### src/rtl/uart_tx_frame_engine_if.sv
// Host-side bundle for the UART TX frame engine: oversample tick, abort, payload handshake and line status.
// Master = host/FIFO side, slave = engine side.
interface uart_tx_frame_engine_if #(
    parameter int DATA_BITS = 8
);
    logic                 UART_CE;
    logic                 TXCT_R;
    logic [DATA_BITS-1:0] TX_DATA;
    logic                 TX_VALID;
    logic                 TX_READY;
    logic                 TX;
    logic                 TX_BUSY;
    logic                 TX_CE;
    logic                 TX_DONE;

    modport master (
        output UART_CE, TXCT_R, TX_DATA, TX_VALID,
        input  TX_READY, TX, TX_BUSY, TX_CE, TX_DONE
    );

    modport slave (
        input  UART_CE, TXCT_R, TX_DATA, TX_VALID,
        output TX_READY, TX, TX_BUSY, TX_CE, TX_DONE
    );
endinterface

### src/rtl/uart_tx_frame_engine.sv
// UART TX frame engine: start, DATA_BITS (LSB first), optional parity (UART_TX_PARITY_EN), STOP_BITS stop bits.
// Latency: TX goes low the edge after accept; each bit lasts OVERSAMPLE UART_CE ticks; TX_DONE pulses after the last stop bit.
// Backpressure: TX_READY only in IDLE without abort; TX_VALID is ignored for the rest of the frame.
module uart_tx_frame_engine #(
    parameter int OVERSAMPLE = 16,
    parameter int DATA_BITS  = 8,
    parameter int STOP_BITS  = 1,
    parameter int PARITY_ODD = 0
) (
    input  logic                   CLK,
    input  logic                   RST_N,
    uart_tx_frame_engine_if.slave  bus
);
    localparam int CW = $clog2(OVERSAMPLE);
    localparam int IW = $clog2(DATA_BITS);
    localparam logic [CW-1:0] CNT_MAX = CW'(OVERSAMPLE - 1);
    localparam logic [IW-1:0] IDX_MAX = IW'(DATA_BITS - 1);
    localparam logic STOP_LAST = (STOP_BITS == 2);

    if (OVERSAMPLE < 2 || OVERSAMPLE > 256) begin : g_bad_oversample
        $error("OVERSAMPLE must be 2..256");
    end
    if (DATA_BITS < 5 || DATA_BITS > 9) begin : g_bad_data_bits
        $error("DATA_BITS must be 5..9");
    end
    if (STOP_BITS != 1 && STOP_BITS != 2) begin : g_bad_stop_bits
        $error("STOP_BITS must be 1 or 2");
    end
    if (PARITY_ODD != 0 && PARITY_ODD != 1) begin : g_bad_parity_odd
        $error("PARITY_ODD must be 0 or 1");
    end

    typedef enum logic [2:0] {
        S_IDLE,
        S_START,
        S_DATA,
`ifdef UART_TX_PARITY_EN
        S_PARITY,
`endif
        S_STOP
    } state_t;

    state_t               state_q, state_d;
    logic [CW-1:0]        cnt_q, cnt_d;
    logic [IW-1:0]        idx_q, idx_d;
    logic                 stop_q, stop_d;
    logic [DATA_BITS-1:0] sh_q, sh_d;
    logic                 tx_q, tx_d;
    logic                 done_q, done_d;
    logic                 tx_ce;
    logic                 tx_ready;
`ifdef UART_TX_PARITY_EN
    logic                 par_q, par_d;
`endif

    always_ff @(posedge CLK or negedge RST_N) begin
        if (!RST_N) begin
            state_q <= S_IDLE;
            cnt_q   <= '0;
            idx_q   <= '0;
            stop_q  <= 1'b0;
            sh_q    <= '0;
            tx_q    <= 1'b1;
            done_q  <= 1'b0;
`ifdef UART_TX_PARITY_EN
            par_q   <= 1'b0;
`endif
        end else begin
            state_q <= state_d;
            cnt_q   <= cnt_d;
            idx_q   <= idx_d;
            stop_q  <= stop_d;
            sh_q    <= sh_d;
            tx_q    <= tx_d;
            done_q  <= done_d;
`ifdef UART_TX_PARITY_EN
            par_q   <= par_d;
`endif
        end
    end

    always_comb begin
        tx_ce    = bus.UART_CE && (cnt_q == CNT_MAX) && (state_q != S_IDLE);
        tx_ready = (state_q == S_IDLE) && !bus.TXCT_R;
        state_d  = state_q;
        cnt_d    = cnt_q;
        idx_d    = idx_q;
        stop_d   = stop_q;
        sh_d     = sh_q;
        tx_d     = tx_q;
        done_d   = 1'b0;
`ifdef UART_TX_PARITY_EN
        par_d    = par_q;
`endif

        // Modulo-OVERSAMPLE tick counter; parked at 0 while idle.
        if (state_q != S_IDLE && bus.UART_CE) begin
            cnt_d = (cnt_q == CNT_MAX) ? '0 : cnt_q + 1'b1;
        end

        if (bus.TXCT_R) begin
            state_d = S_IDLE;
            cnt_d   = '0;
            idx_d   = '0;
            stop_d  = 1'b0;
            sh_d    = '0;
            tx_d    = 1'b1;
        end else begin
            case (state_q)
                S_IDLE: begin
                    if (bus.TX_VALID) begin
                        state_d = S_START;
                        sh_d    = bus.TX_DATA;
                        cnt_d   = '0;
                        idx_d   = '0;
                        stop_d  = 1'b0;
                        tx_d    = 1'b0;
`ifdef UART_TX_PARITY_EN
                        par_d   = (^bus.TX_DATA) ^ 1'(PARITY_ODD != 0);
`endif
                    end
                end
                S_START: begin
                    if (tx_ce) begin
                        state_d = S_DATA;
                        idx_d   = '0;
                        tx_d    = sh_q[0];
                        sh_d    = sh_q >> 1;
                    end
                end
                S_DATA: begin
                    if (tx_ce) begin
                        if (idx_q == IDX_MAX) begin
`ifdef UART_TX_PARITY_EN
                            state_d = S_PARITY;
                            tx_d    = par_q;
`else
                            state_d = S_STOP;
                            tx_d    = 1'b1;
`endif
                        end else begin
                            idx_d = idx_q + 1'b1;
                            tx_d  = sh_q[0];
                            sh_d  = sh_q >> 1;
                        end
                    end
                end
`ifdef UART_TX_PARITY_EN
                S_PARITY: begin
                    if (tx_ce) begin
                        state_d = S_STOP;
                        tx_d    = 1'b1;
                    end
                end
`endif
                S_STOP: begin
                    if (tx_ce) begin
                        if (stop_q == STOP_LAST) begin
                            state_d = S_IDLE;
                            stop_d  = 1'b0;
                            done_d  = 1'b1;
                        end else begin
                            stop_d = 1'b1;
                        end
                        tx_d = 1'b1;
                    end
                end
                default: begin
                    state_d = S_IDLE;
                    tx_d    = 1'b1;
                end
            endcase
        end
    end

    assign bus.TX       = tx_q;
    assign bus.TX_BUSY  = (state_q != S_IDLE);
    assign bus.TX_CE    = tx_ce;
    assign bus.TX_DONE  = done_q;
    assign bus.TX_READY = tx_ready;
endmodule

### src/flat_wrapper.sv
// flat-port wrapper written by rule: the top's interface ports become plain ports
module uart_tx_frame_engine_flat 
#(
    parameter int OVERSAMPLE = 16,
    parameter int DATA_BITS  = 8,
    parameter int STOP_BITS  = 1,
    parameter int PARITY_ODD = 0
)
  (CLK, RST_N, bus_UART_CE, bus_TXCT_R, bus_TX_DATA, bus_TX_VALID, bus_TX_READY, bus_TX, bus_TX_BUSY, bus_TX_CE, bus_TX_DONE);
  uart_tx_frame_engine_if #(.DATA_BITS(DATA_BITS)) bus_i ();
  input  logic CLK;
  input  logic RST_N;
  input wire logic [$bits(bus_i.UART_CE)-1:0] bus_UART_CE;
  input wire logic [$bits(bus_i.TXCT_R)-1:0] bus_TXCT_R;
  input wire logic [$bits(bus_i.TX_DATA)-1:0] bus_TX_DATA;
  input wire logic [$bits(bus_i.TX_VALID)-1:0] bus_TX_VALID;
  output wire logic [$bits(bus_i.TX_READY)-1:0] bus_TX_READY;
  output wire logic [$bits(bus_i.TX)-1:0] bus_TX;
  output wire logic [$bits(bus_i.TX_BUSY)-1:0] bus_TX_BUSY;
  output wire logic [$bits(bus_i.TX_CE)-1:0] bus_TX_CE;
  output wire logic [$bits(bus_i.TX_DONE)-1:0] bus_TX_DONE;
  assign bus_i.UART_CE = bus_UART_CE;
  assign bus_i.TXCT_R = bus_TXCT_R;
  assign bus_i.TX_DATA = bus_TX_DATA;
  assign bus_i.TX_VALID = bus_TX_VALID;
  assign bus_TX_READY = bus_i.TX_READY;
  assign bus_TX = bus_i.TX;
  assign bus_TX_BUSY = bus_i.TX_BUSY;
  assign bus_TX_CE = bus_i.TX_CE;
  assign bus_TX_DONE = bus_i.TX_DONE;
  uart_tx_frame_engine #(.OVERSAMPLE(OVERSAMPLE), .DATA_BITS(DATA_BITS), .STOP_BITS(STOP_BITS), .PARITY_ODD(PARITY_ODD)) u_core (.CLK(CLK), .RST_N(RST_N), .bus(bus_i));
endmodule
### config.mk
export PLATFORM = sky130hd
export DESIGN_NAME = uart_tx_frame_engine_flat
export DESIGN_NICKNAME = d
export VERILOG_FILES = /design/src/rtl/uart_tx_frame_engine_if.sv /design/src/rtl/uart_tx_frame_engine.sv /design/src/flat_wrapper.sv
export SDC_FILE = /design/constraint.sdc
export NUM_CORES = 1
export LEC_CHECK = 0
export CAP_MARGIN = 20
export CORE_UTILIZATION = 45
export CTS_CLUSTER_DIAMETER = 100
export DETAILED_ROUTE_END_ITERATION = 10
export DONT_BUFFER_PORTS = 1
export PLACE_DENSITY_LB_ADDON = 0.3
export SETUP_SLACK_MARGIN = 0.5
export SKIP_CTS_REPAIR_TIMING = 1
export SYNTH_ARGS = -nofsm -noshare
export SYNTH_HDL_FRONTEND = slang
export SYNTH_SLANG_ARGS = --single-unit
### constraint.sdc
create_clock -name CLK -period 4.3 [get_ports CLK]
set_input_delay 1.29 -clock CLK [delete_from_list [all_inputs] [get_ports CLK]]
set_output_delay 1.29 -clock CLK [all_outputs]
set_load 0.05 [all_outputs]
==> results of run 1 <==
[sequential cells by signal, indices dropped and copies added (netlist names)]
name / cells
u_core.bus.TX_DONE: 1
u_core.sh_q: 8
u_core.cnt_q: 4
u_core.idx_q: 3
u_core.state_q: 2
u_core.bus.TX: 1
[stage by stage]
| stage | setup slack [ns] | cells | cell area [um2] | total power [mW] |
|---|---|---|---|---|
| 6_report | 0.8337 | 147 | 1200 | 0.7569 |
| 5_1_grt | 0.6635 | 147 | 1200 | 0.8177 |
| 4_1_cts | 0.8262 | 147 | 1200 | 0.7621 |
| 3_5_place_dp | 0.9475 | 143 | 1172 | 0.6699 |
| 3_3_place_gp | 0.9641 | 143 | 1172 | 0.6589 |
| 2_1_floorplan | 0.8768 | 118 | 1157 | 0.6201 |
[power by group]
group | internal, mW | switching (mW)
combinational | 0.162 | 0.222
sequential | 0.231 | 0.0497
clock | 0.0346 | 0.0574
total | 0.428 | 0.329
[worst max-delay path: cells and delay by family, from the launching register on]
| family | cells | cell delay (ns) |
|---|---|---|
| buf+inv | 3 | 0.97 |
| flops | 1 | 0.43 |
| fa+ha+maj | 1 | 0.29 |
| simple gates | 1 | 0.18 |
[synthesized netlist by cell type (3+ instances only)]
cell       n  area, um2
o21ai_0    3      15.01
ha_1       8      100.1
inv_1      5      18.77
nand2_1   20      75.07
nor2_1     8      30.03
mux2i_1   10      100.1
dfrtp_1   18      450.4
mux2_2     7      78.83
clkbuf_1   5      18.77
a21oi_1    3      15.01
[layer usage]
layer | routed length [um] | part of all wire (%)
met5 | 0 | 0
met2 | 953 | 46
met3 | 46 | 2.2
met4 | 15 | 0.72
met1 | 1065 | 51
[logic make-up after synthesis]
group	count (synthesis)	share of synthesized area, %
and+or+nand+nor	43	17.84
DFF	19	41.19
buffers and inverters	11	4.216
xor gates and xnor gates	3	2.271
AOI/OAI and AO/OA	17	10.38
adders and majority gates	8	8.649
muxes	17	15.46
[placed cells by master, fill, tap and decap left out]
cell type / instances
nand4_1: 1
dfstp_2: 1
mux2_2: 7
a21oi_1: 3
xor2_1: 2
nand2_1: 20
xnor2_1: 1
or3_1: 2
a22oi_1: 2
a31o_1: 2
nand4_2: 1
clkinv_2: 1
mux2i_1: 10
nand2b_1: 2
and2_1: 1
ha_1: 8
inv_1: 5
and3_1: 2
o22ai_1: 1
nor4_1: 2
nand2b_2: 1
nor3b_1: 1
a221o_1: 1
nor2_1: 8
nor3_1: 2
dfrtp_1: 18
a2111oi_0: 1
a32o_2: 1
clkbuf_4: 3
a221oi_1: 1
o21ai_0: 3
o21ai_1: 1
buf_4: 1
o31ai_1: 1
[worst max-delay path by stage]
stage	slack, ns	start	endpoint
finish	0.83	u_core.state_q[1]	bus_TX_CE
global route	0.66	u_core.state_q[1]	bus_TX_CE
CTS	0.83	u_core.state_q[1]	bus_TX_CE
detailed placement	0.95	bus_UART_CE	bus_TX_CE
global placement	0.96	bus_UART_CE	bus_TX_CE
floorplan	0.88	bus_TXCT_R	bus_TX_READY
[cell type report]
class,instances,area (um2)
Sequential cell,19,476.7
Inverter,5,18.77
Tap cell,30,37.54
Fill cell,233,1255
Clock buffer,3,22.52
Timing Repair Buffer,1,7.507
Clock inverter,1,5.005
Multi-Input combinational cell,88,631.9
==> results.py, run 1 <==
metrics = {
    "floorplanning": {
        "rows": 18,
        "die_area_um2": 2779,
        "core_area_um2": 2455,
        "io_pins": 18,
        "initial_core_util_pct": 47.15,
        "die_height_um": 52.72,
        "die_w_um": 52.72,
    },
    "drt": {
        "initialDrtViolationCount": 16,
        "drc": 0,
        "via_per_inst": 5.469,
        "first_pass_iters": 4,
        "drtAntennaViolNets": 0,
        "vias": 804,
        "wl_per_cell_um": 14.16,
        "finalWirelength_um": 2081,
    },
    "finish": {
        "final_nets": 139,
        "area_growth_pct": 3.676,
        "fin_util_pct": 48.88,
        "drive_above_1_share_pct": 13.68,
        "antennaDiodeCount": 0,
    },
    "cts": {
        "cts-buffers-inserted": 3,
        "cts_sinks": 19,
        "tritoncts": "built",
        "clock_path_buffers": 2,
        "clk_pin_slew_ns": 0.11,
        "h-tree-depth": 1,
        "clock-root-buffer": "clkbuf_4",
        "clk_latency_ns": 0.30,
    },
    "placed_design": {
        "place.gp.congestion": 0.8548,
        "numPortBuffers": 0,
        "dpl.hpwl_um": 1530,
    },
    "critical_path": {
        "r2r_end": "u_core.idx_q[1]",
        "cp_max_fo": 10,
        "regToRegSetupSlack_ns": 1.76,
        "reg2regPathDepth": 6,
        "path_class": "register to output pin",
        "endpoint_kind": "output pin",
        "cp_cell_sequence": "inv_1 -> ha_1 -> inv_1 -> nand2b_2 -> inv_1",
        "slowest_stage": "inv_1",
        "cp.arrival_ns": 2.18,
        "start_kind": "register",
        "required_ns": 3.01,
        "crit_top_cell": "inv_1",
        "slowest_delay_ns": 0.49,
        "crit-reg2reg-launch": "u_core.state_q[1]",
    },
    "synth": {
        "synth_ff_type": "dfrtp_1",
        "synth_edf_count": 0,
        "avgSynthCellArea_um2": 9.808,
        "yosysSeqAreaShare_pct": 41.19,
        "syn_nets": 139,
        "async_flop_share_pct": 100.0,
        "ys_ff_latch": 19,
        "yosysWarnings": 0,
        "synth_area_um2": 1157,
        "netlist_instances": 118,
        "yosysUniqueCellTypes": 33,
    },
    "worst_hold_path": {
        "hold_path_class": "register to register",
        "hold_start": "u_core.idx_q[2]",
        "min_to": "u_core.idx_q[2]",
        "min_path_cells": 1,
    },
    "pwr": {
        "leakage_nw": 0.5937,
        "peakVddDrop_v": 0.0003397,
        "power_density_nw_per_um2": 630.8,
    },
    "sta": {
        "period_share_pct": 80.61,
        "slew_violations": 0,
        "fin_setup_tns_ns": 0,
        "fin_worst_skew_ns": 0.003002,
        "max_clock_freq_ghz": 0.2885,
        "max-slew-margin-rel_pct": 57.10,
        "rsz0062_at_grt": "no",
        "layout_min_cycle_time_ns": 3.466,
        "worst_pin_slew_ns": 0.6428,
        "hold_slack_ns": 0.5368,
        "hold_violations": 0,
        "setup_viol": 0,
    },
    "global_routing": {
        "grt_usage_pct": 17.09,
        "grt_pass1_wl_um": 3484,
        "antenna_found_initial": 0,
        "top_usage_layer": "met2",
        "grt_max_degree": 24,
        "met1_usage_pct": 24.42,
        "grt_pass1_vias": 758,
        "grt_overflow_total": 0,
        "use_met2_pct": 26.16,
        "grtUsageMet3_pct": 3.478,
    },
    "run_status": {
        "status": "complete, no violations",
    },
    "flow_run": {
        "max_cap_violations": 0,
    },
}
(Power assumes the default switching activity.)
==> run 2: changes to the inputs <==
clock period = 3 ns   (was 4.3 ns; I/O delays follow)
==> results.py, run 2 (synthesized netlist as in run 1, its figures left out) <==
metrics = {
    "drt": {
        "drc": 0,
        "via_per_inst": 5.565,
        "first_pass_iters": 2,
        "vias": 857,
        "wl_per_cell_um": 13.88,
        "initialDrtViolationCount": 6,
        "finalWirelength_um": 2138,
        "drtAntennaViolNets": 0,
    },
    "critical_path": {
        "cp.arrival_ns": 1.58,
        "reg2regPathDepth": 6,
        "regToRegSetupSlack_ns": 0.81,
        "start_kind": "register",
        "r2r_end": "u_core.idx_q[1]",
        "path_class": "register to output pin",
        "required_ns": 2.10,
        "cp_max_fo": 5,
        "endpoint_kind": "output pin",
        "crit-reg2reg-launch": "u_core.state_q[1]",
    },
    "pwr": {
        "peakVddDrop_v": 0.0005603,
        "leakage_nw": 0.6342,
        "power_density_nw_per_um2": 924.6,
    },
    "global_routing": {
        "grtUsageMet3_pct": 5.217,
        "grt_pass1_vias": 825,
        "grt_max_degree": 24,
        "grt_usage_pct": 17.86,
        "antenna_found_initial": 0,
        "grt_pass1_wl_um": 3560,
        "grt_overflow_total": 0,
        "use_met2_pct": 32.49,
        "met1_usage_pct": 20.29,
        "top_usage_layer": "met2",
    },
    "cts": {
        "cts_sinks": 19,
        "h-tree-depth": 1,
        "clk_pin_slew_ns": 0.11,
        "tritoncts": "built",
        "clock-root-buffer": "clkbuf_4",
        "clk_latency_ns": 0.30,
        "clock_path_buffers": 2,
        "cts-buffers-inserted": 3,
    },
    "run_status": {
        "status": "complete, no violations",
    },
    "placed_design": {
        "numPortBuffers": 0,
        "placed_cells": 143,
        "place.gp.congestion": 0.8306,
        "dpl.hpwl_um": 1520,
    },
    "finish": {
        "area_growth_pct": 12.76,
        "reg_top3": "u_core.sh_q: 8 flops, u_core.cnt_q: 4 flops, u_core.idx_q: 3 flops",
        "drive_above_1_share_pct": 22.58,
        "fillers": 227,
        "antennaDiodeCount": 0,
        "final_cell_mix": "20 x nand2_1, 18 x dfrtp_1, 10 x mux2i_1",
        "final_nets": 146,
        "largest_reg_flops": 8,
        "layout_commonest_cell": "nand2_1",
        "regMostFlops": "u_core.sh_q",
        "final_cells": 154,
    },
    "sta": {
        "max-slew-margin-rel_pct": 59.03,
        "slew_violations": 0,
        "max_clock_freq_ghz": 0.4028,
        "setup_viol": 0,
        "layout_min_cycle_time_ns": 2.483,
        "rsz0062_at_grt": "yes",
        "fin_worst_skew_ns": 0.01245,
        "hold_violations": 0,
        "worst_pin_slew_ns": 0.6138,
        "period_share_pct": 82.76,
        "fin_setup_tns_ns": 0,
        "hold_slack_ns": 0.2798,
    },
    "worst_hold_path": {
        "hold_path_class": "input pin to asynchronous set/reset pin",
    },
    "floorplanning": {
        "initial_core_util_pct": 47.15,
        "core_area_um2": 2455,
        "rows": 18,
        "io_pins": 18,
        "die_w_um": 52.72,
        "die_area_um2": 2779,
        "die_height_um": 52.72,
    },
    "flow_run": {
        "max_cap_violations": 0,
    },
}
==> run 2: cell count changes in the layout (fill, tap and decap cells not counted), sizes merged <==
cell and delta:
buf +7, clkinvlp +2, inv -2, clkbuf +1, clkinv -1
==> run 2: per-layer routing <==
layer | wire length, um | up-vias | share of wire (%)
met5 | 0 | - | 0
met4 | 14 | 0 | 0.65
met3 | 76 | 2 | 3.6
met2 | 1073 | 15 | 50
met1 | 974 | 411 | 46
li1 | - | 429 | -
==> run 2: cell type report <==
type,instances,area [um2],share of cell area [%]
sequential,19,476.7,36.53
timing repair buffer,8,72.57,5.561
inverter,5,26.28,2.013
clock buffer,4,26.28,2.013
multi-input combinational,88,665.6,51.01
tap,30,37.54,2.876
==> run 2: worst max path at each step <==
stage | slack [ns] | from | cells past startpoint | endpoint
2_1_floorplan | 0.51 | u_core.state_q[0] | 6 | bus_TX_CE
3_3_place_gp | 0.52 | u_core.state_q[0] | 5 | bus_TX_READY
3_5_place_dp | 0.47 | u_core.state_q[0] | 5 | bus_TX_READY
4_1_cts | 0.14 | u_core.state_q[0] | 5 | bus_TX_READY
5_1_grt | 0.42 | u_core.state_q[1] | 5 | bus_TX_READY
6_report | 0.52 | u_core.state_q[1] | 5 | bus_TX_READY
==> run 2: power by group <==
part | switching [mW] | leakage (nW) | internal (mW)
clock | 0.0757 | 0.0150 | 0.0517
combinational | 0.353 | 0.362 | 0.325
sequential | 0.0696 | 0.257 | 0.331
total | 0.499 | 0.634 | 0.708
==> run 2: through the flow <==
stage / cell area [um2] / util [%] / worst slack (ns) / total power [mW]
after floorplan: 1187 / - / 0.5079 / 0.9263
after global placement: 1192 / 48.57 / 0.5241 / 0.9666
after detailed placement: 1192 / 48.57 / 0.4724 / 0.9836
after CTS: 1219 / 49.64 / 0.1391 / 1.115
after global routing: 1305 / 53.16 / 0.4243 / 1.308
final: 1305 / 53.16 / 0.5172 / 1.207
==> run 2: worst max-delay path, cell delays in order (launching register included) <==
cell and delay, ns:
dfrtp_1 0.44, inv_2 0.10, ha_4 0.15, clkinvlp_4 0.13
buf_12 0.18, nor2_4 0.29
